`src/rtl/avg2fifo.sv`:
```
// Drains JRT average results into an output FIFO, with a start timeout, a result counter and sticky error flags.
// Optional build macro AVG2FIFO_TAG_EN: writes a tag word {8'hA7, 8'h00, result_count} before every result.
module avg2fifo #(
  parameter int BUSY_TIMEOUT = 16
) (
  input  logic        clk,
  input  logic        reset,
  input  logic        i_average_req,
  input  logic        o_average_busy,
  input  logic [31:0] o_average_return,
  input  logic        full,
  output logic [31:0] din,
  output logic        we,
  output logic [15:0] result_count,
  output logic        err_timeout,
  output logic        err_overrun,
  output logic        idle
);

`ifdef AVG2FIFO_TAG_EN
  typedef enum logic [2:0] {
    ST_IDLE     = 3'd0,
    ST_ARMED    = 3'd1,
    ST_RUN      = 3'd2,
    ST_PUSH_TAG = 3'd3,
    ST_PUSH     = 3'd4
  } state_t;

  function automatic logic [31:0] tag_word(input logic [15:0] cnt);
    return {8'hA7, 8'h00, cnt};
  endfunction
`else
  typedef enum logic [2:0] {
    ST_IDLE  = 3'd0,
    ST_ARMED = 3'd1,
    ST_RUN   = 3'd2,
    ST_PUSH  = 3'd4
  } state_t;
`endif

  localparam logic [15:0] TIMER_LAST = 16'(BUSY_TIMEOUT - 1);

  state_t      state_r;
  logic [15:0] timer_r;
  logic [31:0] result_r;
  logic [15:0] count_r;
  logic        err_timeout_r;
  logic        err_overrun_r;
  logic [31:0] din_s;
  logic        we_s;

  // FIFO write port: write enable follows full directly so a stall never drops a word.
  always_comb begin
    we_s  = 1'b0;
    din_s = result_r;
    case (state_r)
      ST_PUSH: begin
        we_s  = !full;
        din_s = result_r;
      end
`ifdef AVG2FIFO_TAG_EN
      ST_PUSH_TAG: begin
        we_s  = !full;
        din_s = tag_word(count_r);
      end
`endif
      default: begin
        we_s  = 1'b0;
        din_s = result_r;
      end
    endcase
  end

  // Handshake sequencer, timeout timer, result latch, counter and sticky errors.
  always_ff @(posedge clk or negedge reset) begin
    if (!reset) begin
      state_r       <= ST_IDLE;
      timer_r       <= 16'd0;
      result_r      <= 32'd0;
      count_r       <= 16'd0;
      err_timeout_r <= 1'b0;
      err_overrun_r <= 1'b0;
    end else begin
      // A start outside IDLE is dropped, only flagged.
      if (i_average_req && (state_r != ST_IDLE)) begin
        err_overrun_r <= 1'b1;
      end
      case (state_r)
        ST_IDLE: begin
          if (i_average_req) begin
            state_r <= ST_ARMED;
            timer_r <= 16'd0;
          end
        end
        ST_ARMED: begin
          if (o_average_busy) begin
            state_r <= ST_RUN;
          end else if (timer_r == TIMER_LAST) begin
            err_timeout_r <= 1'b1;
            state_r       <= ST_IDLE;
          end else begin
            timer_r <= timer_r + 16'd1;
          end
        end
        ST_RUN: begin
          if (!o_average_busy) begin
            result_r <= o_average_return;
`ifdef AVG2FIFO_TAG_EN
            state_r  <= ST_PUSH_TAG;
`else
            state_r  <= ST_PUSH;
`endif
          end
        end
`ifdef AVG2FIFO_TAG_EN
        ST_PUSH_TAG: begin
          if (!full) begin
            state_r <= ST_PUSH;
          end
        end
`endif
        ST_PUSH: begin
          if (!full) begin
            count_r <= count_r + 16'd1;
            state_r <= ST_IDLE;
          end
        end
        default: begin
          state_r <= ST_IDLE;
        end
      endcase
    end
  end

  assign din          = din_s;
  assign we           = we_s;
  assign result_count = count_r;
  assign err_timeout  = err_timeout_r;
  assign err_overrun  = err_overrun_r;
  assign idle         = (state_r == ST_IDLE);

endmodule
```
`config.mk`:
```
export PLATFORM = sky130hd
export DESIGN_NAME = avg2fifo
export DESIGN_NICKNAME = d
export VERILOG_FILES = /design/src/rtl/avg2fifo.sv
export SDC_FILE = /design/constraint.sdc
export NUM_CORES = 1
export LEC_CHECK = 0
export ABC_AREA = 1
export CELL_PAD_IN_SITES_DETAIL_PLACEMENT = 1
export CELL_PAD_IN_SITES_GLOBAL_PLACEMENT = 2
export CORE_AREA = 2 2 95 133
export DETAILED_ROUTE_END_ITERATION = 16
export DIE_AREA = 0 0 97 135
export GPL_ROUTABILITY_DRIVEN = 0
export PLACE_DENSITY_LB_ADDON = 0.25
export SYNTH_ARGS = -nofsm -noshare
export SYNTH_HDL_FRONTEND = slang
export SYNTH_SLANG_ARGS = --single-unit
```
`constraint.sdc`:
```
create_clock -name clk -period 1.6 [get_ports clk]
set_clock_uncertainty 0.1 [all_clocks]
set_input_delay 0.32 -clock clk [delete_from_list [all_inputs] [get_ports clk]]
set_output_delay 0.32 -clock clk [all_outputs]
set_load 0.02 [all_outputs]
```
# Word level (Yosys, flattened, before mapping)
# Cells that the tools add are included.
[word_totals] register_bits=69 word_cells=41
[classes] add_sub_neg=2 eq_ne=10 n_mux=11 bitwise_logic=2 n_reduce_logical=10
[op_table] op="$mux W16" count=3
[op_table] op="$add A16 B1 Y16 const B" count=2
[op_table] op="$pmux W16 S2" count=1
[op_table] op="$eq A16 B4 Y1 const B" count=1
[op_table] op="$mux W3" count=5
[op_table] op="$pmux W3 S4" count=1
[op_table] op="$ne A2 B2 Y1 const B" count=5
[op_table] op="$reduce_and A4 Y1" count=2
[op_table] op="$reduce_and A2 Y1" count=2
[op_table] op="$eq A3 B1 Y1 const B" count=1
[op_table] op="$eq A3 B2 Y1 const B" count=1
[op_table] op="$eq A3 B3 Y1 const B" count=1
[op_table] op="$logic_not A3 Y1" count=1
[op_table] op="$ne A3 B3 Y1 const B" count=1
[op_table] op="$reduce_and A3 Y1" count=1
[op_table] op="$reduce_bool A3 Y1" count=1
[op_table] op="$not A1 Y1" count=2
[op_table] op="$reduce_bool A2 Y1" count=1
[op_table] op="$logic_and A1 B1 Y1" count=1
[op_table] op="$logic_not A1 Y1" count=1
[op_table] op="$mux W1" count=1

# Logic depth before layout (Yosys ltp)
[logic_depth] word_depth=4 mapped_depth=10 depth_no_buf=9

# Worst setup path after synthesis
# OpenSTA, ideal clock, no wires.
[synth_path] path_kind="register to register" start="reg count_r[1], in the netlist result_count[1]" end="reg count_r[8], in the netlist result_count[8]" arrival_ps=1391 required_time_ps=1376 slack_ps=-15 path_stages_with_launch=6 path_buffers=0 cell_sequence="dfrtp_1 -> ha_1 -> nand2_1 -> nor3_1 -> nand4_1 -> xor2_1"
[synth_between] elab_chain_cells=1
[synth_rtl] item="start, declared" line_no="46" rtl="logic [15:0] count_r;"
[synth_rtl] item="start signal, assigned" line_no="124" rtl="count_r <= count_r + 16'd1;"
[synth_rtl] item="$add A16 B1 Y16" line_no="124"
# No other way between the ends.
# A chain may end at the register's enable or synchronous reset.

# Worst setup path after layout
[layout_path] start="reg state_r[0]" end="out we"
[layout_between] elab_chain_cells=2
[layout_rtl] item="start, declared" line_no="43" rtl="state_t state_r;"
[layout_rtl] item="start signal, assigned" line_no="77" rtl="state_r <= ST_IDLE;"
[layout_rtl] item="start signal, assigned" line_no="91" rtl="state_r <= ST_ARMED;"
[layout_rtl] item="start signal, assigned" line_no="97" rtl="state_r <= ST_RUN;"
[layout_rtl] item="$eq A3 B3 Y1" line_no="56" rtl="case (state_r)"
[layout_rtl] item="$mux W1" line_no="56"
[layout_rtl] item="end, declared" line_no="13" rtl="output logic we,"
# No other way between the ends.

==> run metrics <==
post-synthesis cell type count 27; Crit path arrival time 1.22 ns; starting density of the core between 20% and 30%; die footprint 13100 um^2; largest cells by area after synthesis dfrtp_1 51%, mux2_2 11%, nand2_1 10%, nor2_1 4.0%, inv_1 3.5%; Mapped Area 3370 um^2; fin nets 537; max-slew violation count 0; fin crit period 1.64 ns; worst min-delay path class primary input to asynchronous set/reset pin; io pins slightly below 90; status complete, but fails checks; Synth Instances 368; Post-synth ARST share 100%; CTS tree done; final core occ 44.4%; CTS Sinks 69; CP Launch Type flip-flop; main flop type after synthesis dfrtp_1; final setup vio count 15; antenna cells 0; worst r2r src state_r[2]$_DFFE_PN0P_; worst-skew pair later-pin latency roughly 0.33 ns; fmax 0.610 GHz; Iter 0 DRT Violations 62; Hold Fails Final Rpt 0; period utilisation layout 102%; GRT overflow 0; post-DR wirelength/cell 15.3 um; DR vias 2970; total power about 8.4 mW; CTS Buf Count 9; number of synthesized flops with an enable pin 0; Synth area leader dfrtp_1; R2R Setup Slk -0.04 ns; maximum VDD drop 758 uV; DRC 0; leak pwr 2.44 nW; final WL around 10 mm; peak fanout along the critical path 2; Vias/cell around 4.6; RR Endpoint timer_r[1]$_DFFE_PN0P_; vias in the first global route 3212; htree depth 3; largest net degree at the start of global routing 33; Final WS setup -0.0389 ns; width of the die 97 um; area grow syn2layout 55.7%; Worst EP required between 1 and 1.5 ns; crit path capture type primary output; FP Rows 47; clk slew on worst S/H paths 0.06 ns; Rel. slew slack 71.3%; worst hold slack 0.352 ns; Synth Net Count between 400 and 500; first-pass GRT wire length 16.0 mm; Clock Tree Root clkbuf_16; Yosys warnings 0; first drt pass iteration count 4; Buffers on Ports between 80 and 90; initial antenna violation count 0; Filler Cell Count between 1000 and 1500; R2R cell count 9; setup slack at placement -0.424 ns; RSZ-0062 raised after global routing true; die height roughly 140 um; failing checks setup timing; max cap viols 0; critical path class flip-flop to primary output; Final ANT Viol Nets 0; Yosys reg bits 69; top cells by count, synth 94 x nand2_1, 69 x dfrtp_1, 36 x nor2_1, 32 x mux2_2, 31 x inv_1; PwrDens around 1600 nW/um^2; Slew @ Worst Pin 0.430 ns; Post-DP HPWL 7.47 mm; share of layout cells above drive strength 1 29.6%; Mean Syn Cell Area 9.16 um^2; Max Root-Sink Buffers 2; Synth top area share between 50 and 60%; sequential-to-total area share from yosys stat between 50% and 60%; GRT Overall Usage 15.5%; Core ar. 11800 um^2; most numerous cell in the Yosys netlist nand2_1
-- final cells by class --
cell class                      instances  area [um^2]  share of cell area, %
Clock buffer                           11          253                   4.82
Clock inverter                          5         58.8                   1.12
Inverter                               34          135                   2.57
Multi-Input combinational cell        257         1670                   31.7
Sequential cell                        69         1730                   33.0
Tap cell                              147          184                   3.50
Timing Repair Buffer                  127         1220                   23.2
-- layout by cell type, fill, tap and decap left out, types with 3 or more instances in the layout --
cell type | Yosys | routed
nand2_1 | 94 | 75
dfrtp_1 | 69 | 63
dlygate4sd2_1 | 0 | 48
clkdlybuf4s50_1 | 0 | 35
mux2_2 | 32 | 32
nor2_1 | 36 | 32
inv_1 | 31 | 29
buf_4 | 1 | 29
nand3_1 | 21 | 20
nand2_2 | 2 | 14
nand4_1 | 12 | 12
xor2_1 | 11 | 11
clkbuf_16 | 0 | 11
o21ai_1 | 13 | 8
nand2_4 | 1 | 7
nor2_4 | 0 | 6
nor3_1 | 7 | 6
o21ai_2 | 0 | 6
dfrtp_2 | 0 | 6
nor2_2 | 7 | 5
buf_12 | 0 | 5
inv_2 | 3 | 4
buf_6 | 2 | 4
nand3_2 | 3 | 3
o21ai_0 | 5 | 3
-- kinds of logic (layout without fill, tap and decap cells) --
logic type               after synthesis  count (layout)  share of synthesized area (%)
AND/OR/NAND/NOR                      185             185                           24.2
flip-flops                            69              69                           51.2
AO/OA/AOI/OAI                         26              26                           4.60
buffers and inverters                 42             177                           5.42
adder cells (fa/ha/maj)                2               2                          0.742
multiplexers                          32              32                           10.7
XOR/XNOR                              12              12                           3.12
-- power breakdown --
group / switching [mW] / internal [mW] / total, mW
sequential: 0.335 / 2.28 / 2.62
clock: 0.768 / 1.29 / 2.06
combinational: 2.00 / 1.74 / 3.74
-- worst max-delay path, cell delays in order, from the launching register on --
cell and delay (ns):
dfrtp_1 0.38, inv_2 0.07, nand2_2 0.06, nor2_4 0.11, nand2_2 0.08, inv_2 0.08, buf_6 0.12
-- sequential cells by signal (all words and copies together) (netlist names) --
register	count
timer_r	16
state_r	3
din	32
result_count	16
err_timeout	1
err_overrun	1
-- worst max path at each step --
stage                                startpoint                     endpoint  slack, ns
floorplan           result_count[1]$_DFFE_PN0P_  result_count[8]$_DFFE_PN0P_       0.08
global placement                           full                           we      -0.41
detailed placement                         full                           we      -0.42
CTS                      state_r[0]$_DFFE_PN0P_                           we       -0.1
global route             state_r[0]$_DFFE_PN0P_                           we      -0.13
finish                   state_r[0]$_DFFE_PN0P_                           we      -0.04
-- per-layer routing --
metal  track usage [%]  wire (um)  share of wire [%]  vias up
met2              30.6       5810                 58       31
met4              5.16        116                1.2        0
met5                 0          0                  0        -
met3              2.74        205                2.1        9
li1                  -          -                  -     1456
met1              16.4       3840                 39     1474
-- what timing repair did --
item | 4_1_cts | 5_1_grt
hold buffers | 1 | 0
pin swaps | 2 | 18
gates cloned | 0 | 2
hold endpoints to repair | 13 | 0
gates resized for setup | 68 | 62
buffers inserted | 2 | 4
setup endpoints to repair | 55 | 49
-- per-stage QoR --
| stage | setup TNS, ns | instances | cell area, um^2 |
|---|---|---|---|
| floorplan | 0 | 368 | 3380 |
| global placement | -9.48 | 625 | 4670 |
| detailed placement | -10.33 | 625 | 4670 |
| CTS | -0.0992 | 644 | 4960 |
| global route | -1.48 | 650 | 5250 |
| finish | -0.337 | 650 | 5250 |
(Power assumes the default switching activity.)
